<file path="src/rtl/alu_accum_pkg.sv">
// Shared op-code and FSM-state definitions for the accumulator ALU.
package alu_accum_pkg;

  localparam logic [2:0] OP_HOLD = 3'b000;
  localparam logic [2:0] OP_ADD  = 3'b001;
  localparam logic [2:0] OP_SUB  = 3'b010;
  localparam logic [2:0] OP_AND  = 3'b011;
  localparam logic [2:0] OP_OR   = 3'b100;
  localparam logic [2:0] OP_SHL  = 3'b101;
  localparam logic [2:0] OP_MUL  = 3'b110;
  localparam logic [2:0] OP_LOAD = 3'b111;

  typedef enum logic {
    IDLE    = 1'b0,
    MUL_RUN = 1'b1
  } state_t;

endpackage

</file>
<file path="src/rtl/alu_accum_if.sv">
// Request/result bundle between the board datapath and the accumulator ALU.
interface alu_accum_if #(
  parameter int WIDTH = 4
) ();
  localparam int ACC_W = 2 * WIDTH;

  logic             start;
  logic [2:0]       op;
  logic [WIDTH-1:0] a;
  logic [ACC_W-1:0] acc;
  logic             carry;
  logic             zero;
  logic             busy;
  logic             done;

  modport master (
    output start, op, a,
    input  acc, carry, zero, busy, done
  );

  modport slave (
    input  start, op, a,
    output acc, carry, zero, busy, done
  );
endinterface

</file>
<file path="src/rtl/alu_accum_seq_multiplier.sv">
// WIDTH-iteration shift-add multiplier; product is the value after the
// iteration currently in flight, so the caller can capture it on the last edge.
module seq_multiplier #(
  parameter int WIDTH = 4
) (
  input  logic               clk,
  input  logic               resetn,
  input  logic               load,
  input  logic [WIDTH-1:0]   a,
  input  logic [WIDTH-1:0]   b,
  output logic               busy,
  output logic               last,
  output logic [2*WIDTH-1:0] product
);
  localparam int ACC_W = 2 * WIDTH;
  localparam int CNT_W = $clog2(WIDTH + 1);

  logic [ACC_W-1:0] r_mcand;
  logic [WIDTH-1:0] r_mplier;
  logic [ACC_W-1:0] r_prod;
  logic [CNT_W-1:0] r_cnt;
  logic             r_busy;

  assign busy    = r_busy;
  assign last    = r_busy && (r_cnt == CNT_W'(WIDTH - 1));
  assign product = r_prod + (r_mplier[0] ? r_mcand : '0);

  always_ff @(posedge clk or negedge resetn) begin
    if (!resetn) begin
      r_mcand  <= '0;
      r_mplier <= '0;
      r_prod   <= '0;
      r_cnt    <= '0;
      r_busy   <= 1'b0;
    end else if (load) begin
      r_mcand  <= ACC_W'(a);
      r_mplier <= b;
      r_prod   <= '0;
      r_cnt    <= '0;
      r_busy   <= 1'b1;
    end else if (r_busy) begin
      r_prod   <= product;
      r_mcand  <= r_mcand << 1;
      r_mplier <= r_mplier >> 1;
      r_cnt    <= last ? '0 : r_cnt + CNT_W'(1);
      r_busy   <= !last;
    end
  end

endmodule

</file>
<file path="src/rtl/alu_accum.sv">
// Accumulator ALU: single-cycle ops against acc[WIDTH-1:0], sequential multiply,
// start/busy/done handshake.
module alu_accum
  import alu_accum_pkg::*;
#(
  parameter int WIDTH = 4
) (
  input logic        clk,
  input logic        resetn,
  alu_accum_if.slave bus
);
  localparam int ACC_W = 2 * WIDTH;

  state_t           r_state;
  state_t           w_state_next;
  logic [ACC_W-1:0] r_acc;
  logic             r_carry;
  logic             r_zero;
  logic             r_done;

  logic [ACC_W-1:0] w_acc_next;
  logic             w_carry_next;
  logic             w_done_next;
  logic             w_mul_load;

  logic [WIDTH-1:0] w_b;
  logic [WIDTH:0]   w_sum;
  logic [WIDTH:0]   w_diff;
  logic [ACC_W-1:0] w_shl;
  logic [ACC_W-1:0] w_alu_res;
  logic             w_alu_carry;

  logic             w_mul_busy;
  logic             w_mul_last;
  logic [ACC_W-1:0] w_mul_product;

  assign w_b    = r_acc[WIDTH-1:0];
  assign w_sum  = {1'b0, bus.a} + {1'b0, w_b};
  assign w_diff = {1'b0, bus.a} - {1'b0, w_b};
  // Shift amounts at or beyond the accumulator width flush to zero.
  assign w_shl  = (32'(w_b) >= ACC_W) ? '0 : (ACC_W'(bus.a) << w_b);

  always_comb begin
    w_alu_res   = r_acc;
    w_alu_carry = 1'b0;
    unique case (bus.op)
      OP_HOLD: begin
        w_alu_res   = r_acc;
        w_alu_carry = r_carry;
      end
      OP_ADD: begin
        w_alu_res   = ACC_W'(w_sum);
        w_alu_carry = w_sum[WIDTH];
      end
      OP_SUB: begin
        w_alu_res   = ACC_W'(w_diff[WIDTH-1:0]);
        w_alu_carry = w_diff[WIDTH];
      end
      OP_AND:  w_alu_res = ACC_W'(bus.a & w_b);
      OP_OR:   w_alu_res = ACC_W'(bus.a | w_b);
      OP_SHL:  w_alu_res = w_shl;
      OP_MUL:  w_alu_res = r_acc;
      OP_LOAD: w_alu_res = ACC_W'(bus.a);
    endcase
  end

  seq_multiplier #(.WIDTH(WIDTH)) u_mul (
    .clk     (clk),
    .resetn  (resetn),
    .load    (w_mul_load),
    .a       (bus.a),
    .b       (w_b),
    .busy    (w_mul_busy),
    .last    (w_mul_last),
    .product (w_mul_product)
  );

  always_ff @(posedge clk or negedge resetn) begin
    if (!resetn) r_state <= IDLE;
    else         r_state <= w_state_next;
  end

  always_comb begin
    w_state_next = r_state;
    w_acc_next   = r_acc;
    w_carry_next = r_carry;
    w_done_next  = 1'b0;
    w_mul_load   = 1'b0;
    case (r_state)
      IDLE: begin
        if (bus.start) begin
          if (bus.op == OP_MUL) begin
            w_mul_load   = 1'b1;
            w_state_next = MUL_RUN;
          end else begin
            w_acc_next   = w_alu_res;
            w_carry_next = w_alu_carry;
            w_done_next  = 1'b1;
          end
        end
      end
      MUL_RUN: begin
        // Requests arriving here are dropped, not queued.
        if (w_mul_last) begin
          w_acc_next   = w_mul_product;
          w_carry_next = 1'b0;
          w_done_next  = 1'b1;
          w_state_next = IDLE;
        end
      end
      default: w_state_next = IDLE;
    endcase
  end

  always_ff @(posedge clk or negedge resetn) begin
    if (!resetn) begin
      r_acc   <= '0;
      r_carry <= 1'b0;
      r_zero  <= 1'b1;
      r_done  <= 1'b0;
    end else begin
      r_acc   <= w_acc_next;
      r_carry <= w_carry_next;
      r_zero  <= (w_acc_next == '0);
      r_done  <= w_done_next;
    end
  end

  assign bus.acc   = r_acc;
  assign bus.carry = r_carry;
  assign bus.zero  = r_zero;
  assign bus.busy  = w_mul_busy;
  assign bus.done  = r_done;

endmodule

</file>
<file path="src/flat_wrapper.sv">
// flat-port wrapper written by rule: the top's interface ports become plain ports
module alu_accum_flat import alu_accum_pkg::*;
#(
  parameter int WIDTH = 4
)
  (clk, resetn, bus_start, bus_op, bus_a, bus_acc, bus_carry, bus_zero, bus_busy, bus_done);
  alu_accum_if #(.WIDTH(WIDTH)) bus_i ();
  input logic clk;
  input logic resetn;
  input wire logic [$bits(bus_i.start)-1:0] bus_start;
  input wire logic [$bits(bus_i.op)-1:0] bus_op;
  input wire logic [$bits(bus_i.a)-1:0] bus_a;
  output wire logic [$bits(bus_i.acc)-1:0] bus_acc;
  output wire logic [$bits(bus_i.carry)-1:0] bus_carry;
  output wire logic [$bits(bus_i.zero)-1:0] bus_zero;
  output wire logic [$bits(bus_i.busy)-1:0] bus_busy;
  output wire logic [$bits(bus_i.done)-1:0] bus_done;
  assign bus_i.start = bus_start;
  assign bus_i.op = bus_op;
  assign bus_i.a = bus_a;
  assign bus_acc = bus_i.acc;
  assign bus_carry = bus_i.carry;
  assign bus_zero = bus_i.zero;
  assign bus_busy = bus_i.busy;
  assign bus_done = bus_i.done;
  alu_accum #(.WIDTH(WIDTH)) u_core (.clk(clk), .resetn(resetn), .bus(bus_i));
endmodule
</file>
<file path="config.mk">
export PLATFORM = sky130hd
export DESIGN_NAME = alu_accum_flat
export DESIGN_NICKNAME = d
export VERILOG_FILES = /design/src/rtl/alu_accum_pkg.sv /design/src/rtl/alu_accum_if.sv /design/src/rtl/alu_accum_seq_multiplier.sv /design/src/rtl/alu_accum.sv /design/src/flat_wrapper.sv
export SDC_FILE = /design/constraint.sdc
export NUM_CORES = 1
export LEC_CHECK = 0
export CAP_MARGIN = 20
export CELL_PAD_IN_SITES_DETAIL_PLACEMENT = 0
export CELL_PAD_IN_SITES_GLOBAL_PLACEMENT = 1
export CORE_UTILIZATION = 40
export DETAILED_ROUTE_END_ITERATION = 8
export GPL_ROUTABILITY_DRIVEN = 0
export PLACE_DENSITY = 0.73
export SETUP_SLACK_MARGIN = 0.02
export SYNTH_ARGS = -nofsm -noshare
export SYNTH_HDL_FRONTEND = slang
export SYNTH_SLANG_ARGS = --single-unit
</file>
<file path="constraint.sdc">
create_clock -name clk -period 5.05 [get_ports clk]
set_input_delay 1.01 -clock clk [delete_from_list [all_inputs] [get_ports clk]]
set_output_delay 1.01 -clock clk [all_outputs]
set_load 0.01 [all_outputs]
</file>
Yosys cells after proc, flatten, opt, wreduce, memory -nomap -nowiden

Cells that the tools add are included.

Bits in registers: 36
Input port bits: 10
Output and inout bits: 12

Add/sub/neg operators: 4
Order comparisons: 1
Equal/unequal tests: 12
Shift operators: 1
Mux-type cells: 32
Bitwise operators: 3
Reductions and logical operators: 6

Operators with widths:

| cell                                                             | count |
|---|---|
| 8-bit two-way mux                                                | 9 |
| 8-bit case mux with 7 select lines                               | 1 |
| 8-bit case mux with 2 select lines                               | 1 |
| 3-bit == test (second input constant)                            | 4 |
| 1-bit two-way mux                                                | 12 |
| 3-bit by 2-bit == test with 1-bit output (second input constant) | 3 |
| 3-bit two-way mux                                                | 3 |
| 8-bit adder                                                      | 1 |
| 8-bit zero test                                                  | 1 |
| 4-bit two-way mux                                                | 2 |
| 2-bit != test (second input constant)                            | 4 |
| 4-bit by 4-bit << shifter with 8-bit output                      | 1 |
| 1-bit case mux with 2 select lines                               | 3 |
| 4-bit by 4-bit adder with 5-bit output                           | 1 |
| 4-bit by 4-bit subtractor with 5-bit output                      | 1 |
| 4-bit AND                                                        | 1 |
| 4-bit greater-or-equal comparator (second input constant)        | 1 |
| 4-bit OR                                                         | 1 |
| 4-bit AND reduction                                              | 1 |
| 3-bit by 1-bit adder with 3-bit output (second input constant)   | 1 |
| 3-bit by 1-bit == test with 1-bit output (second input constant) | 1 |
| 3-bit zero test                                                  | 1 |
| 1-bit case mux with 3 select lines                               | 1 |
| 2-bit nonzero test                                               | 1 |
| other kinds (3)                                                  | 3 |

Depth between registers and ports, before layout

Depth in word-level cells: 7
Depth in mapped cells: 11
Gate-level depth less buffers: 11

Hierarchy

A second synthesis with hierarchy kept.

Cell total of the unflattened synthesis: 307
Area, all modules: 2831.5 sq um

By module, submodules not included:

| module         | instances | cells each | area an instance (sq um) | sequential area each (sq um) |
|---|---|---|---|---|
| seq_multiplier | 1         | 141        | 1438.9                   | 600.6 |
| alu_accum      | 1         | 166        | 1392.6                   | 301.5 |

Worst setup path after synthesis

No wires, ideal clock.

Kind: input -> register
Start point: in bus_a[0]
End point: reg u_core.r_zero, in the netlist u_core.bus.zero
Setup time: 90 ps
Data arrival time: 2793 ps
Required time: 4960 ps
Setup slack: 2167 ps
Stages: 9
Cell sequence: ha_1 > fa_1 > xor2_1 > o2111a_1 > nor4_1 > o22ai_1 > nor3_2 > o2111ai_1 > nor4_2

Word-level cells in the longest chain between the ends: 7

RTL lines:

| what                                        | RTL line           | source |
|---|---|---|
| start, declared                             | flat_wrapper.sv:12 | `input wire logic [$bits(bus_i.a)-1:0] bus_a;` |
| 4-bit by 4-bit << shifter with 8-bit output | alu_accum.sv:41    | `assign w_shl = (32'(w_b) >= ACC_W) ? '0 : (ACC_W'(bus.a) << w_b);` |
| 8-bit two-way mux                           | alu_accum.sv:41    |  |
| 8-bit case mux with 7 select lines *        | alu_accum.sv:46    | `unique case (bus.op)` |
| 8-bit two-way mux *                         | alu_accum.sv:92    | `if (bus.op == OP_MUL) begin` |
| 8-bit two-way mux *                         | alu_accum.sv:91    | `if (bus.start) begin` |
| 8-bit case mux with 2 select lines *        | alu_accum.sv:89    | `case (r_state)` |
| net u_core.w_acc_next[2]                    | alu_accum.sv:21    | `logic [ACC_W-1:0] w_acc_next;` |
| 8-bit zero test *                           | alu_accum.sv:124   | `r_zero <= (w_acc_next == '0);` |
| end signal, assigned                        | alu_accum.sv:124   |  |
| end, declared                               | alu_accum.sv:18    | `logic r_zero;` |

The timed path passes the listed nets; every way through them passes the cells marked *.
A chain may end at the register's enable or synchronous reset.

Final worst setup path

Ends and elaborated chain as after synthesis.

==> results.md <==
* Period utilization at 69.2%
* HP Class: reg2reg
* Via density at ~5.6
* Worst Path Arrival at 3710 ps
* CP startpoint kind: primary input
* Antenna Cells at 0
* Total track usage at between 10% and 20%
* Delay-heaviest family, CP: compound AO/OA/AOI/OAI gates
* Commonest non-fill, non-tap cell in the layout: dfrtp_1
* Ports at 22
* Clk buf depth at 2
* Peak VDD IR at about 0.00011 V
* Total power after layout at 0.000584 W
* Yosys cell types at between 60 and 70
* Crit Path Category: in2reg
* DRT Wirelength at 6590 um
* Largest net degree at the start of global routing at 37
* Sink Count at 36
* Post-route cell area at ~0.0031 mm^2
* DP Area at between 0.002 and 0.003 mm^2
* Cells after Synth at a little over 300
* Crit path capture: u_core.bus.zero$_DFF_PN1_
* Crit path depth at 12
* Max Cap Viol at 0
* Full die area at between 0.007 and 0.008 mm^2
* Synth Net Count at about 340
* Initial Util at around 42%
* Buf+Inv Stages, Crit Path at 3
* Final Hold Viols at 0
* Final slew viol count at 0
* Slowest CP cell: clkdlybuf4s50_1
* Asr flop ratio synth at 100%
* First-pass GRT wire length at around 11000 um
* Vias at approximately 2200
* Reg2reg end: u_core.bus.zero$_DFF_PN1_
* Hold WS at about 520 ps
* CP Cell Sequence: clkdlybuf4s50_1 -> inv_1 -> ha_1 -> inv_1 -> fa_1 -> mux2i_1 -> a221oi_1 -> a2111oi_0 -> a221oi_1 -> nor3_2 -> o2111ai_1 -> nor4_2
* CTS H-tree lvls at 2
* I/O Buffers at 21
* Post-CTS sizing at 0
* Post-CTS Setup Bufs at 0
* Net count, final at about 360
* Worst R2R Path Depth at 9
* Setup violators final at 0
* Worst setup path start: bus_a[0]
* Hold-fix buffers, CTS at 0
* Hpwl dp at ~5000 um
* Yosys reg bits at 36
* Post-synthesis average cell area at 8.89 um^2
* Setup Skew at about 15 ps
* Setup crit end kind: flop
* Worst-path clk slew at 80 ps
* Slack of the critical path at 1550 ps
* Static leakage at between 1 and 1.5 nW
* Slew margin rel. at 39.0%
* Vias in the first global route at between 2000 and 2500
* Root Driver: clkbuf_8
* Die height at 84.9 um
* Drt wl/cell at between 15 and 20 um
* Synthesis Warnings at 0
* Core ar. at 0.00649 mm^2
* Antenna viol nets, final at 0
* Grt ovf at 0
* Synth-to-layout area growth at 13.1%
* Clock latency on the worst-skew pair at 300 ps
* Number of remaining DRC errors at 3
* Netlist Area Pre-Place at roughly 0.0027 mm^2
* Setup TNS at 0 ps
* Layout cells sized above 1 at under 10%
* Most used cells in the layout excluding fill and tap cells: 35 x dfrtp_1, 32 x nand2_1, 23 x inv_1, 23 x nor2_1, 21 x ha_1
* CTS tree: yes
* Worst R2R Setup Slack at 2190 ps
* Placement Rows at 29
* Required time worst endpoint at about 5300 ps
* Max Freq at roughly 0.29 GHz
* Failing checks: design-rule violations
* Area share of the largest cell type after synthesis at roughly a third
* First drt pass iteration count at 6
* DP Worst Slack at around 1200 ps
* CTS Buf Count at 5
* Die width at ~85 um
* Crit-path max cell delay at a little over 600 ps
* Synth top area cells: dfrtp_1 32%, ha_1 9.6%, mux2i_1 7.3%, nand2_1 4.4%, nor2_1 3.3%
* Post-synthesis sequential area ratio at 32.8%
* Final worst path period need at approximately 3500 ps
* Crit path max fanout at 7
* Status: finished with violations
* Slew @ Worst Pin at slightly above 900 ps
* Largest area contributor in the netlist: dfrtp_1
* Ys flop type: dfrtp_1
* P per Cell Area at about 190 mW/mm^2
* Initial antenna violation count at 0
* Number of enable flip-flop cells after synthesis at 0
* RSZ-0062 raised after global routing: no
* Iter 0 DRT Violations at 124
* Reg2reg start: u_core.bus.acc[1]$_DFF_PN0_
==> cells by family (layout without fill, tap and decap cells) <==
kind of cell	after synthesis	after routing	share of synthesized area, %
AOI/OAI and AO/OA	78	78	19.9
xor gates and xnor gates	9	9	2.87
adders and majority gates	24	24	11.7
buffers and inverters	39	55	5.97
DFF	36	36	32.8
muxes	22	22	8.24
and+or+nand+nor	101	101	18.5
==> sequential cells by signal, indices dropped and copies added (netlist names) <==
name                   cells
u_core.bus.zero            1
u_core.u_mul.r_prod        8
u_core.bus.done            1
u_core.bus.acc             8
u_core.u_mul.r_mplier      4
u_core.bus.carry           1
u_core.u_mul.busy          1
u_core.u_mul.r_mcand       8
u_core.u_mul.r_cnt         3
u_core.r_state             1
==> where the power goes <==
group / switching (W) / internal, W / total (W)
registers: 0.00000312 / 0.000289 / 0.000293
logic: 0.0000421 / 0.0000286 / 0.0000707
clock network: 0.000110 / 0.000111 / 0.000221
==> worst min-delay path: stages (launching register included) <==
cell and delay, ps:
dfrtp_1 360, nand3_1 70, o31ai_1 60
==> cell type report <==
cell class | instances | area [um^2]
Inverter | 24 | 90.1
Clock inverter | 1 | 7.51
Fill cell | 642 | 3390
Tap cell | 77 | 96.3
Multi-Input combinational cell | 234 | 1680
Sequential cell | 36 | 902
Clock buffer | 7 | 86.3
Timing Repair Buffer | 23 | 240
==> worst min-delay path by stage <==
stage / startpoint / endpoint / slack (ps) / cells after the start
after CTS: u_core.bus.carry$_DFFE_PN0P_ / u_core.bus.carry$_DFFE_PN0P_ / 530 / 2
after global placement: u_core.bus.carry$_DFFE_PN0P_ / u_core.bus.carry$_DFFE_PN0P_ / 490 / 2
final: u_core.bus.carry$_DFFE_PN0P_ / u_core.bus.carry$_DFFE_PN0P_ / 520 / 2
after floorplan: u_core.u_mul.r_cnt[2]$_DFFE_PN0P_ / u_core.u_mul.r_cnt[2]$_DFFE_PN0P_ / 490 / 2
after detailed placement: u_core.bus.carry$_DFFE_PN0P_ / u_core.bus.carry$_DFFE_PN0P_ / 510 / 2
after global routing: u_core.u_mul.r_cnt[2]$_DFFE_PN0P_ / u_core.u_mul.r_cnt[2]$_DFFE_PN0P_ / 550 / 2
==> per-stage QoR <==
stage | utilization [%] | std cells
global route | 47.8 | 402
global placement | 46.0 | 393
floorplan | - | 309
detailed placement | 46.0 | 393
finish | 47.8 | 402
CTS | 47.4 | 401
==> cell usage after synthesis, drive strengths merged, types with 3 or more instances <==
master,instances
a211oi,5
a21o,6
a21oi,16
a221oi,4
a31oi,3
and2,6
buf,8
clkbuf,7
dfrtp,35
fa,3
ha,21
inv,23
mux2i,20
nand2,32
nand2b,6
nand3,7
nand3b,3
nor2,24
nor2b,4
nor3,8
nor4,3
o21ai,18
o22ai,3
o31ai,5
xnor2,5
xor2,4
==> routing by layer <==
layer | track usage (%) | vias up | share of wire (%)
met3 | 4.67 | 8 | 4.6
met1 | 29.1 | 1068 | 51
met4 | 5.08 | 0 | 0.99
met2 | 29.1 | 39 | 43
li1 | - | 1129 | -
met5 | 0 | - | 0
(Power assumes the default switching activity.)
==> patch 1: new RTL, same flow settings <==
`WIDTH` is set to 4 in 4 places; all go to 8.
--- a/src/rtl/alu_accum_if.sv
+++ b/src/rtl/alu_accum_if.sv
@@ -2,3 +2,3 @@
 interface alu_accum_if #(
-  parameter int WIDTH = 4
+  parameter int WIDTH = 8
 ) ();
--- a/src/rtl/alu_accum_seq_multiplier.sv
+++ b/src/rtl/alu_accum_seq_multiplier.sv
@@ -3,3 +3,3 @@
 module seq_multiplier #(
-  parameter int WIDTH = 4
+  parameter int WIDTH = 8
 ) (
--- a/src/rtl/alu_accum.sv
+++ b/src/rtl/alu_accum.sv
@@ -5,3 +5,3 @@
 #(
-  parameter int WIDTH = 4
+  parameter int WIDTH = 8
 ) (
--- a/src/flat_wrapper.sv
+++ b/src/flat_wrapper.sv
@@ -3,3 +3,3 @@
 #(
-  parameter int WIDTH = 4
+  parameter int WIDTH = 8
 )
Ports: changed (resized bus_a and bus_acc); port bits go from 22 to 34. No check against the original RTL was run, so the function may have changed too.
==> patch 1 against the unedited design <==
- synthesized area increased by 100%
- sequential cell count grew 29
- setup slack got worse by 0.70 ns
- cell area rose by 110%
- global-route usage rose by 4.4 points
- routed wire length grew to 2.5 times the old value
- worst hold slack gained 0.0045 ns
- critical endpoint unchanged
Power is left out: it rests on default switching activity, and per cell area and clock period it moved more than threefold.
==> patch 1: results <==
INSERT INTO impl_metrics (metric_group, metric, value, unit) VALUES
('run_status', 'status', 'complete, no violations', ''),
('grt', 'global_route.usage.met1', '33.1', '%'),
('synth', 'yosys-mux-area-fraction', '9.97', '%'),
('clock_network', 'clkTransAtPathRegs', '0.06', 'ns'),
('synth', 'synth_seq_area_share', '28.9', '%'),
('grt', 'groute.layer.met3.usage', '3.58', '%'),
('route', 'drt_first_iter_violations', '491', ''),
('place', 'worst_slack_after_detailed_placement', '0.512', 'ns'),
('place', 'hpwl', '12500', 'um'),
('synth', 'synth.top_cells.by_area', 'sky130_fd_sc_hd__dfrtp_1, sky130_fd_sc_hd__ha_1, sky130_fd_sc_hd__mux2i_1', ''),
('worst_hold_path', 'hold_path.startpoint', 'u_core.u_mul.r_prod[10]$_DFFE_PN0P_', ''),
('timing', 'timing_worst_slew_pin_value', '0.803', 'ns'),
('route', 'wirelength', '16700', 'um'),
('clock_network', 'clock_tree.htree_level_count', '3', ''),
('setup_path', 'critical_path_peak_fanout', '8', ''),
('timing', 'setup_slack', '0.854', 'ns'),
('grt', 'via_count_of_the_first_global_routing_pass', '5064', ''),
('synth', 'synth_xor_area_share', '2.80', '%'),
('worst_hold_path', 'min_delay_worst_endpoint', 'u_core.u_mul.r_prod[10]$_DFFE_PN0P_', ''),
('route', 'detail_route.vias_per_cell', '5.93', '');
patch 1: cell types whose count changed after synthesis, moves of 12 or more:
| cell | change |
|---|---|
| sky130_fd_sc_hd__clkbuf_1 | +12 |
| sky130_fd_sc_hd__and2_1 | +16 |
| sky130_fd_sc_hd__dfrtp_1 | +29 |
| sky130_fd_sc_hd__mux2i_1 | +24 |
| sky130_fd_sc_hd__nor2_1 | +35 |
| sky130_fd_sc_hd__nand2_1 | +33 |
| sky130_fd_sc_hd__o21ai_0 | +21 |
| sky130_fd_sc_hd__inv_1 | +12 |
| sky130_fd_sc_hd__a21oi_1 | +14 |
| sky130_fd_sc_hd__ha_1 | +19 |
patch 1: layout make-up:
cell class	count	share of cell area, %
sequential	65	25.4
multi-input combinational	515	57.1
inverter	37	2.16
clock buffer	11	3.62
clock inverter	5	1.23
timing repair buffer	50	7.05
tap	176	3.43
==> patch 2: new RTL, same settings <==
Without the edit above. Make the reset (`resetn`) synchronous in 3 clocked blocks.
--- a/src/rtl/alu_accum_seq_multiplier.sv
+++ b/src/rtl/alu_accum_seq_multiplier.sv
@@ -27,3 +27,3 @@
 
-  always_ff @(posedge clk or negedge resetn) begin
+  always_ff @(posedge clk) begin
     if (!resetn) begin
--- a/src/rtl/alu_accum.sv
+++ b/src/rtl/alu_accum.sv
@@ -77,3 +77,3 @@
 
-  always_ff @(posedge clk or negedge resetn) begin
+  always_ff @(posedge clk) begin
     if (!resetn) r_state <= IDLE;
@@ -114,3 +114,3 @@
 
-  always_ff @(posedge clk or negedge resetn) begin
+  always_ff @(posedge clk) begin
     if (!resetn) begin
Function: differs if resetn is asserted again (counterexample within 4 cycles, from zero or initial values and one cycle with resetn low); with resetn held inactive, the same outputs for 10 cycles.
==> patch 2 against the unedited design <==
- clock skew is 0.011 ns lower
- final cell count is 3.0% higher
- power is 11% higher
- sequential cell count stayed put
- setup slack better by 0.020 ns
- cell area is 4.3% lower
- sequential share of layout area is 4.8 points lower
- first-iteration DRC count is 11% higher
- routed wire length is 4.2% higher
- utilization is 1.0 points lower
- synthesized area is 3.7% lower
==> patch 2: results <==
INSERT INTO impl_metrics (metric_group, metric, value, unit) VALUES
('route', 'drt_first_iter_violations', '138', ''),
('setup_path', 'r2r.worst_path.cells', '8', ''),
('setup_path', 'critical_path.max_stage_delay', '0.74', 'ns'),
('grt', 'groute.usage.overall', '20.8', '%'),
('synth', 'syn_inst_count', '322', ''),
('setup_path', 'critical_path_arrival', '3.66', 'ns'),
('place', 'dp_cells', '406', ''),
('setup_path', 'crit_path_start', 'bus_a[3]', ''),
('cells_and_area', 'ratio_of_cells_with_drive_above_1_in_the_final_layout', '4.75', '%'),
('synth', 'async_flop_share', '0', '%'),
('grt', 'grt_pass1_wl', '11400', 'um'),
('setup_path', 'critical_path_peak_fanout', '8', ''),
('grt', 'via_count_of_the_first_global_routing_pass', '2191', ''),
('setup_path', 'r2r-start', 'u_core.bus.acc[2]$_SDFF_PN0_', ''),
('run_status', 'status', 'complete, no violations', ''),
('timing', 'final.min_clock_period', '3.48', 'ns'),
('setup_path', 'crit_path_top_delay_cell', 'sky130_fd_sc_hd__a2111oi_0', ''),
('synth', 'synth_nets', '356', ''),
('power', 'leakage', '0.00115', 'uW'),
('timing', 'fin_worst_skew', '0.00428', 'ns'),
('synth', 'synth.lib_cells_used.distinct', '58', ''),
('setup_path', 'reg2reg_setup_slack', '2.10', 'ns'),
('timing', 'max_slew_margin', '46.3', '%'),
('route', 'dr.pass1.iters', '4', ''),
('synth', 'synth_seq_area_share', '27.2', '%'),
('power', 'irDropWorstVdd', '0.115', 'mV');
==> patch 2: cell types whose count changed after synthesis, moves of 5 or more <==
cell	unedited run	this run
sky130_fd_sc_hd__dfxtp_1	0	36
sky130_fd_sc_hd__a21oi_1	16	25
sky130_fd_sc_hd__o21ai_0	15	10
sky130_fd_sc_hd__dfrtp_1	35	0
sky130_fd_sc_hd__nand3_1	7	13
sky130_fd_sc_hd__nor2_1	24	38
sky130_fd_sc_hd__nand2_1	32	20
sky130_fd_sc_hd__a211oi_1	3	11
==> patch 2: cell type report <==
| type | count | area [um^2] | area share (%) |
|---|---|---|---|
| Clock buffer | 7 | 86.3 | 2.90 |
| Clock inverter | 1 | 7.51 | 0.253 |
| Tap cell | 77 | 96.3 | 3.24 |
| Inverter | 21 | 78.8 | 2.65 |
| Sequential cell | 36 | 721 | 24.2 |
| Multi-Input combinational cell | 250 | 1770 | 59.4 |
| Timing Repair Buffer | 22 | 218 | 7.32 |
==> patch 2: logic make-up after synthesis <==
kind of cell / Yosys count
simple gates: 115
compound gates: 77
buf+inv: 36
flops: 36
mux: 24
fa+ha+maj: 24
xor+xnor: 10
==> patch 2: power groups by stage <==
stage | Clock (uW) | Sequential (uW) | Combinational [uW]
finish | 213 | 306 | 130
CTS | 223 | 306 | 129
detailed placement | 0 | 313 | 129
global route | 234 | 308 | 143
floorplan | 0 | 306 | 89.0
global placement | 0 | 313 | 129
==> patch 2: metal layers <==
metal / vias up / wire (um) / global-route usage, %
met3: 13 / 220 / 3.88
met4: 0 / 177 / 8.31
met2: 49 / 3210 / 33.5
met1: 1099 / 3260 / 27.4
met5: - / 0 / 0
li1: 1181 / - / -
